--- src/rtl/sirena_driver.sv ---
// Horn driver: edge-triggered entry delay, pulsed alarm with auto-timeout,
// latched panic mode and a silence/disarm input. All outputs are registered.
module sirena_driver #(
   parameter int TICK_DIV    = 50000,
   parameter int ENTRY_TICKS = 15000,
   parameter int ON_TICKS    = 500,
   parameter int OFF_TICKS   = 500,
   parameter int MAX_CYCLES  = 120
) (
   input  logic       clk,
   input  logic       rst_n,
   input  logic       trig_in,
   input  logic       panic_in,
   input  logic       silence,
   output logic       horn,
   output logic       alarm_active,
   output logic [1:0] state_o,
   output logic       timeout_o
);

   typedef enum logic [1:0] {
      IDLE     = 2'b00,
      PREALARM = 2'b01,
      ALARM    = 2'b10,
      PANIC    = 2'b11
   } state_t;

   typedef enum logic {
      PH_ON  = 1'b0,
      PH_OFF = 1'b1
   } phase_t;

   localparam int TICK_MAX = (ENTRY_TICKS > ON_TICKS)
                           ? ((ENTRY_TICKS > OFF_TICKS) ? ENTRY_TICKS : OFF_TICKS)
                           : ((ON_TICKS > OFF_TICKS) ? ON_TICKS : OFF_TICKS);
   localparam int PW = $clog2(TICK_DIV - 1) + 1;
   localparam int TW = $clog2(TICK_MAX) + 1;
   localparam int CW = $clog2(MAX_CYCLES) + 1;

   localparam logic [PW-1:0] PRESC_LAST = PW'(TICK_DIV - 1);
   localparam logic [TW-1:0] ENTRY_LAST = TW'(ENTRY_TICKS - 1);
   localparam logic [TW-1:0] ON_LAST    = TW'(ON_TICKS - 1);
   localparam logic [TW-1:0] OFF_LAST   = TW'(OFF_TICKS - 1);
   localparam logic [CW-1:0] CYC_LAST   = CW'(MAX_CYCLES - 1);

   state_t        state, next_state;
   phase_t        phase, next_phase, phase_d;
   logic [PW-1:0] presc;
   logic [TW-1:0] tick_cnt;
   logic [TW-1:0] tick_last;
   logic [CW-1:0] cyc_cnt;
   logic          trig_q;
   logic          trig_evt;
   logic          timing;
   logic          tick;
   logic          expire;
   logic          restart;
   logic          cyc_inc;
   logic          timeout_nxt;
   logic          horn_nxt;

   assign trig_evt = trig_in & ~trig_q;
   assign timing   = (state == PREALARM) || (state == ALARM);
   assign tick     = (presc == PRESC_LAST);
   assign expire   = tick && (tick_cnt == tick_last);
   assign state_o  = state;

   // NOTE: every variable driven here gets a default first so no path infers a latch.
   always_comb begin
      next_state  = state;
      next_phase  = phase;
      cyc_inc     = 1'b0;
      timeout_nxt = 1'b0;
      tick_last   = '0;

      unique case (state)
         IDLE: begin
            if (panic_in)                  next_state = PANIC;
            else if (!silence && trig_evt) next_state = PREALARM;
         end
         PREALARM: begin
            tick_last = ENTRY_LAST;
            if (panic_in)     next_state = PANIC;
            else if (silence) next_state = IDLE;
            else if (expire)  next_state = ALARM;
         end
         ALARM: begin
            tick_last = (phase == PH_ON) ? ON_LAST : OFF_LAST;
            if (panic_in)     next_state = PANIC;
            else if (silence) next_state = IDLE;
            else if (expire) begin
               if (phase == PH_ON) begin
                  next_phase = PH_OFF;
               end else if (cyc_cnt == CYC_LAST) begin
                  next_state  = IDLE;
                  timeout_nxt = 1'b1;
               end else begin
                  cyc_inc    = 1'b1;
                  next_phase = PH_ON;
               end
            end
         end
         PANIC: begin
            if (silence && !panic_in) next_state = IDLE;
         end
      endcase

      // Any state change lands in the ON phase so ALARM always opens sounding.
      phase_d  = (next_state != state) ? PH_ON : next_phase;
      restart  = (next_state != state) || (phase_d != phase);
      horn_nxt = (next_state == PANIC) || ((next_state == ALARM) && (phase_d == PH_ON));
   end

   // NOTE: sequential state uses non-blocking assignments so all registers update together.
   always_ff @(posedge clk or negedge rst_n) begin
      if (!rst_n) begin
         state        <= IDLE;
         phase        <= PH_ON;
         presc        <= '0;
         tick_cnt     <= '0;
         cyc_cnt      <= '0;
         trig_q       <= 1'b0;
         horn         <= 1'b0;
         alarm_active <= 1'b0;
         timeout_o    <= 1'b0;
      end else begin
         state  <= next_state;
         phase  <= phase_d;
         trig_q <= trig_in;

         if (restart || !timing) begin
            presc    <= '0;
            tick_cnt <= '0;
         end else if (tick) begin
            presc    <= '0;
            tick_cnt <= tick_cnt + TW'(1);
         end else begin
            presc <= presc + PW'(1);
         end

         if ((state != ALARM) || (next_state != ALARM)) cyc_cnt <= '0;
         else if (cyc_inc)                              cyc_cnt <= cyc_cnt + CW'(1);

         horn         <= horn_nxt;
         alarm_active <= (next_state != IDLE);
         timeout_o    <= timeout_nxt;
      end
   end

endmodule

--- config.mk ---
export PLATFORM = sky130hd
export DESIGN_NAME = sirena_driver
export DESIGN_NICKNAME = d
export VERILOG_FILES = /design/src/rtl/sirena_driver.sv
export SDC_FILE = /design/constraint.sdc
export NUM_CORES = 1
export LEC_CHECK = 0
export CAP_MARGIN = 10
export CORE_UTILIZATION = 65
export DETAILED_ROUTE_END_ITERATION = 10
export GPL_TIMING_DRIVEN = 0
export PLACE_DENSITY = 0.9
export SETUP_SLACK_MARGIN = 0.15
export SLEW_MARGIN = 25
export SYNTH_ARGS = -nofsm -noshare
export SYNTH_HDL_FRONTEND = slang
export SYNTH_SLANG_ARGS = --single-unit
--- constraint.sdc ---
create_clock -name clk -period 7.7 [get_ports clk]
set_input_delay 1.925 -clock clk [delete_from_list [all_inputs] [get_ports clk]]
set_output_delay 1.925 -clock clk [all_outputs]
set_load 0.01 [all_outputs]
==> results of run 1 <==
## power groups by stage
stage          logic [mW]  clock network [mW]  registers (mW)
6_report            0.369               0.174           0.278
5_1_grt             0.404               0.186           0.281
3_5_place_dp        0.358                   0           0.283
2_1_floorplan       0.250                   0           0.284
3_3_place_gp        0.349                   0           0.281
4_1_cts             0.363               0.176           0.278
## kinds of logic (layout without fill, tap and decap cells)
logic type | count (synthesis) | in the layout | synth area share, %
AND/OR/NAND/NOR | 155 | 155 | 29.97
adder cells (fa/ha/maj) | 7 | 7 | 3.208
multiplexers | 4 | 4 | 1.512
AO/OA/AOI/OAI | 33 | 33 | 8.982
XOR/XNOR | 33 | 33 | 10.59
buffers and inverters | 18 | 35 | 2.658
flip-flops | 47 | 47 | 43.08
## registers in the layout, summed over array words and instances, names as in the netlist
name	flops
alarm_active	1
cyc_cnt	8
horn	1
phase	1
presc	17
state_o	2
tick_cnt	15
timeout_o	1
trig_q	1
## through the flow
stage	power, mW	setup slack (ns)
global placement	0.6305	3.340
CTS	0.8170	3.480
finish	0.8217	3.424
floorplan	0.5337	4.127
global route	0.8710	3.240
detailed placement	0.6413	3.298
## routing by layer
metal / track usage [%] / vias to the layer above / part of all wire, %
met2: 48.11 / 83 / 47
met4: 10.64 / 0 / 1.4
li1: - / 1106 / -
met3: 7.363 / 14 / 6.4
met5: 0 / - / 0
met1: 40.33 / 1119 / 45
## layout make-up
class	count	area, um^2	area share [%]
Inverter	7	26.28	0.8757
Clock buffer	6	72.57	2.419
Buffer	11	46.29	1.543
Tap cell	50	62.56	2.085
Clock inverter	1	30.03	1.001
Multi-Input combinational cell	232	1481	49.37
Sequential cell	47	1176	39.20
Timing Repair Buffer	10	105.1	3.503
## critical path, delay by kind of cell
family,cells,cell delay (ns)
compound gates,3,1.05
buf+inv,2,0.94
simple gates,3,0.54
## worst max-delay path by stage
stage	start	to	slack [ns]
floorplan	panic_in	cyc_cnt[3]	4.13
global placement	silence	tick_cnt[8]	3.34
detailed placement	silence	tick_cnt[12]	3.30
CTS	silence	tick_cnt[12]	3.48
global route	silence	tick_cnt[7]	3.24
finish	silence	presc[3]	3.42
## layout by cell type (no fill, tap or decap), types with 2 or more instances in the layout
cell type         n
dfrtp_1          47
xnor2_1          16
ha_1              7
clkbuf_8          5
xor2_1           17
nor2b_1           3
inv_1             7
a21o_1            2
nand2_1          20
o21ai_0           9
or4_1             3
a211oi_1          3
or3_1             4
nor3b_1           2
and2_1            2
nor3_1           34
or2_2             3
buf_2             5
a21oi_1           2
and4_1            3
and3_1           13
o31ai_1           2
clkbuf_1          8
a31oi_1           3
nor4_1            6
nor2_1           29
nand4_1           8
clkdlybuf4s50_1   8
nand3_1          17
mux2i_1           3
==> impl_metrics.csv, run 1 <==
group,metric,value,unit
pwr,peakVddDrop,191.8,uV
job,cap_violations,0,
logic_synthesis,yosys.area.top_type,"dfrtp_1",
cts,cts_tree,"done",
route,firstDrtPassIters,5,
floorplanning,rows,23,
final_layout,drive_above_1_share,7.325,%
route,drtIter0Drc,237,
route,drc_errors,0,
final_layout,n_antenna_cell,0,
pwr,clockPowerShare,21.2,%
global_route,grt-ovfl-total,0,
global_route,grtUsageTotal,30.38,%
timing,drv_slew,0,
floorplanning,ios,10,
pwr,cellLeakagePower,1.240,nW
final_layout,postLayoutCoreUtil,74.47,%
cts,path_clk_slew,0.08,ns
worst_setup_path,timing.rr.start,"state_o[0]",
logic_synthesis,syn_area,0.002730,mm^2
worst_setup_path,endpoint_kind,"register",
worst_setup_path,ff2ff_setup_slack,4.42,ns
placed_design,dpl-instance-area,0.002898,mm^2
logic_synthesis,synth-edff-count,0,
timing,setup_viol,0,
final_layout,postLayoutCellArea,0.003000,mm^2
final_layout,syn_to_final_growth,9.899,%
logic_synthesis,ys_dominant_reg_cell,"dfrtp_1",
cts,holdBufCountCts,0,
worst_setup_path,cp_slowest_stage_delay,0.62,ns
pwr,internal_power,484.0,uW
global_route,grt_pass1_vias,2231,
global_route,grt_max_degree,29,
outcome,status,"completed",
min_path,hold_depth,1,
pwr,p_sw,337.7,uW
placed_design,gp_congestion,0.9142,
global_route,grt_pass1_wl,10210,um
worst_setup_path,path_cells,"clkdlybuf4s50_1, nand2b_1, a221o_1, nor4_1, a22oi_1, o221ai_1, buf_2, nor3_1",
floorplanning,die_w,66.81,um
final_layout,post_layout_nonfiller_instances,364,
cts,numCtsBuffers,5,
route,avgRoutedWirePerCell,16.44,um
floorplanning,core_area,0.004029,mm^2
logic_synthesis,ys_warn_count,0,
timing,setup_tns,0,ns
timing,relSlewSlack,56.72,%
placed_design,port_buffers,9,
cts,post_cts_buffers,0,
worst_setup_path,ff2ff_path_depth,8,
logic_synthesis,synth_top_area_share,43.08,%
timing,worst_pin_slew,0.6442,ns
timing,hold_violations,0,
pwr,powerDensity,273.9,mW/mm^2
logic_synthesis,syn_nets,309,
cts,cts-root-buf,"clkbuf_8",
logic_synthesis,ys_top_cells_by_count,"dfrtp_1, nor3_1, nor2_1",
worst_setup_path,required,7.87,ns
pwr,switching_share,41.10,%
route,drt_wl_total,5985,um
logic_synthesis,syn_inst,297,
logic_synthesis,yosysMostFrequentCell,"dfrtp_1",
placed_design,dp_hpwl,4285,um
cts,clock_sinks,47,
worst_setup_path,cpMaxStageDelayCell,"clkdlybuf4s50_1",
logic_synthesis,yosysSeqAreaShare,43.08,%
cts,cts_resized,0,
logic_synthesis,ys_async_sr_fraction,100.0,%
logic_synthesis,ys_top_cells_by_area,"dfrtp_1, nor3_1, xor2_1",
logic_synthesis,syn_avg_cell_area,9.192,um^2
logic_synthesis,netlist-cell-type-count,49,
worst_setup_path,cp.arrival,4.44,ns
timing,clock.fmax,233.9,MHz
global_route,antenna_found_initial,0,
route,via_per_inst,6.379,
timing,timing.hold.ws,0.4890,ns
cts,insertion_delay,0.30,ns
timing,period_needed,4.276,ns
route,ant_nets,0,
cts,ctsHtreeMaxLevel,2,
placed_design,dp_cells,357,
final_layout,fill_cells,297,
min_path,worstHoldPathType,"register to register",
worst_setup_path,worstPathMaxFanout,10,
floorplanning,die_h,66.81,um
min_path,min_to,"presc[0]",
route,vias,2322,
worst_setup_path,worstReg2RegEnd,"cyc_cnt[3]",
final_layout,nNetsFinal,326,
cts,max-clock-path-buffers,2,
logic_synthesis,ys_ff_latch,47,
min_path,hp-start,"presc[0]",
floorplanning,start_util,67.76,%
timing,rsz0062_at_grt,"false",
worst_setup_path,worstSetupStartpointType,"primary input",
timing,skew,0.003471,ns
floorplanning,die-area,0.004464,mm^2
worst_setup_path,critical_path_class,"primary input to register",
pwr,seqPwrFrac,33.9,%
timing,fin_crit_sh,55.53,%
pwr,combPwrFrac,44.9,%
No activity file was read; power rests on OpenSTA's default activity.
==> run 2: changes to the inputs <==
--- a/config.mk
+++ b/config.mk
@@ -6,10 +6,10 @@
 export NUM_CORES = 1
 export LEC_CHECK = 0
 export CAP_MARGIN = 10
-export CORE_UTILIZATION = 65
+export CORE_UTILIZATION = 61
 export DETAILED_ROUTE_END_ITERATION = 10
 export GPL_TIMING_DRIVEN = 0
-export PLACE_DENSITY = 0.9
+export PLACE_DENSITY = 0.86
 export SETUP_SLACK_MARGIN = 0.15
 export SLEW_MARGIN = 25
 export SYNTH_ARGS = -nofsm -noshare
==> constraint.sdc (replaced) <==
create_clock -name clk -period 3.97 [get_ports clk]
set_input_delay 0.9925 -clock clk [delete_from_list [all_inputs] [get_ports clk]]
set_output_delay 0.9925 -clock clk [all_outputs]
set_load 0.01 [all_outputs]
==> impl_metrics.csv, run 2 (synthesis gave the netlist of run 1 again) <==
group,metric,value,unit
final_layout,syn_to_final_growth,9.258,%
final_layout,final_common_cell,"dfrtp_1",
worst_setup_path,endpoint_kind,"register",
floorplanning,die_h,68.90,um
final_layout,nNetsFinal,326,
pwr,powerDensity,506.2,mW/mm^2
route,drc_errors,0,
timing,period_needed,3.249,ns
route,vias,2214,
global_route,antenna_found_initial,0,
global_route,grt_pass1_wl,8942,um
cts,numCtsBuffers,5,
timing,rsz0062_at_grt,"false",
final_layout,post_layout_nonfiller_instances,365,
route,drt_wl_total,5373,um
worst_setup_path,cp.arrival,3.41,ns
final_layout,final_cell_mix,"dfrtp_1, nor3_1, nor2_1",
timing,skew,0.003047,ns
floorplanning,rows,23,
final_layout,top_register,"presc",
route,firstDrtPassIters,4,
global_route,grt_pass1_vias,2060,
timing,drv_slew,0,
cts,holdBufCountCts,0,
route,via_per_inst,6.066,
job,cap_violations,0,
final_layout,top_regs,"presc: 17 flops, tick_cnt: 15 flops, cyc_cnt: 8 flops",
global_route,grt-ovfl-total,0,
cts,post_cts_buffers,0,
placed_design,port_buffers,9,
pwr,cellLeakagePower,1.230,nW
global_route,grtUsageTotal,25.57,%
floorplanning,ios,10,
final_layout,largest_register_ffs,17,
cts,insertion_delay,0.30,ns
timing,relSlewSlack,61.15,%
route,avgRoutedWirePerCell,14.72,um
timing,hold_violations,0,
cts,cts-root-buf,"clkbuf_8",
final_layout,fill_cells,315,
worst_setup_path,worstPathMaxFanout,10,
timing,timing.hold.ws,0.4698,ns
cts,cts_tree,"done",
placed_design,dp_hpwl,3973,um
min_path,worstHoldPathType,"register to register",
timing,setup_viol,0,
timing,worst_pin_slew,0.5783,ns
route,ant_nets,0,
worst_setup_path,critical_path_class,"primary input to register",
floorplanning,core_area,0.004144,mm^2
cts,clock_sinks,47,
floorplanning,die_w,68.90,um
pwr,p_total,1.510,mW
cts,max-clock-path-buffers,2,
outcome,status,"completed",
route,drtIter0Drc,154,
cts,path_clk_slew,0.08,ns
final_layout,drive_above_1_share,7.619,%
worst_setup_path,worstSetupStartpointType,"primary input",
floorplanning,start_util,65.88,%
placed_design,gp_congestion,0.9333,
cts,cts_resized,0,
placed_design,dp_cells,357,
final_layout,n_antenna_cell,0,
cts,ctsHtreeMaxLevel,2,
timing,setup_tns,0,ns
timing,fin_crit_sh,81.83,%
timing,clock.fmax,307.8,MHz
pwr,peakVddDrop,347.1,uV
worst_setup_path,required,4.13,ns
global_route,grt_max_degree,33,
floorplanning,die-area,0.004747,mm^2
==> run 2: metrics by stage <==
stage,worst slack (ns),cell area [um^2],util (%)
floorplan,1.062,2730,-
global placement,0.5312,2883,69.57
detailed placement,0.4830,2898,69.93
CTS,0.7701,2983,71.98
global route,0.5276,2983,71.98
finish,0.7212,2983,71.98
==> run 2: power breakdown <==
group	internal (mW)	total, mW	switching (mW)
clock network	0.123	0.281	0.158
logic	0.247	0.692	0.445
registers	0.507	0.537	0.0297
==> run 2: cell type report <==
cell class              count  area, um^2  share of cell area [%]
multi-input cells         232        1481                   49.66
flip-flops and latches     47        1176                   39.43
repair buffers             10       105.1                   3.523
clock buffers               6       72.57                   2.433
well taps                  50       62.56                   2.097
plain buffers              11       46.29                   1.552
inverters                   7       26.28                  0.8809
clock inverters             2       12.51                  0.4195
==> run 2: worst max-delay path: stages <==
cell,delay [ns]
clkdlybuf4s50_1,0.62
nand2b_1,0.17
a221o_1,0.41
nor4_1,0.21
a22oi_1,0.18
o221ai_1,0.42
buf_2,0.32
nor3_1,0.09
==> run 2: path summary, 6_finish.rpt <==
| kind | end | slack (ns) | startpoint | cells past startpoint |
|---|---|---|---|---|
| worst max register to register | presc[14] | 0.76 | state_o[0] | 9 |
| worst min register to register | presc[0] | 0.47 | presc[0] | 1 |
| min in group asynchronous | presc[12] | 0.60 | rst_n | 1 |
| worst max-delay path | presc[14] | 0.72 | silence | 8 |
| max in group asynchronous | tick_cnt[2] | 2.89 | rst_n | 2 |
| worst min-delay path | presc[0] | 0.47 | presc[0] | 1 |
==> run 2: layer usage <==
metal	wire (um)	global-route usage [%]	up-vias	share of wire [%]
li1	-	-	1103	-
met1	2592	33.54	1072	48
met2	2576	41.87	34	48
met3	151	5.428	5	2.8
met4	52	8.418	0	0.97
met5	0	0	-	0
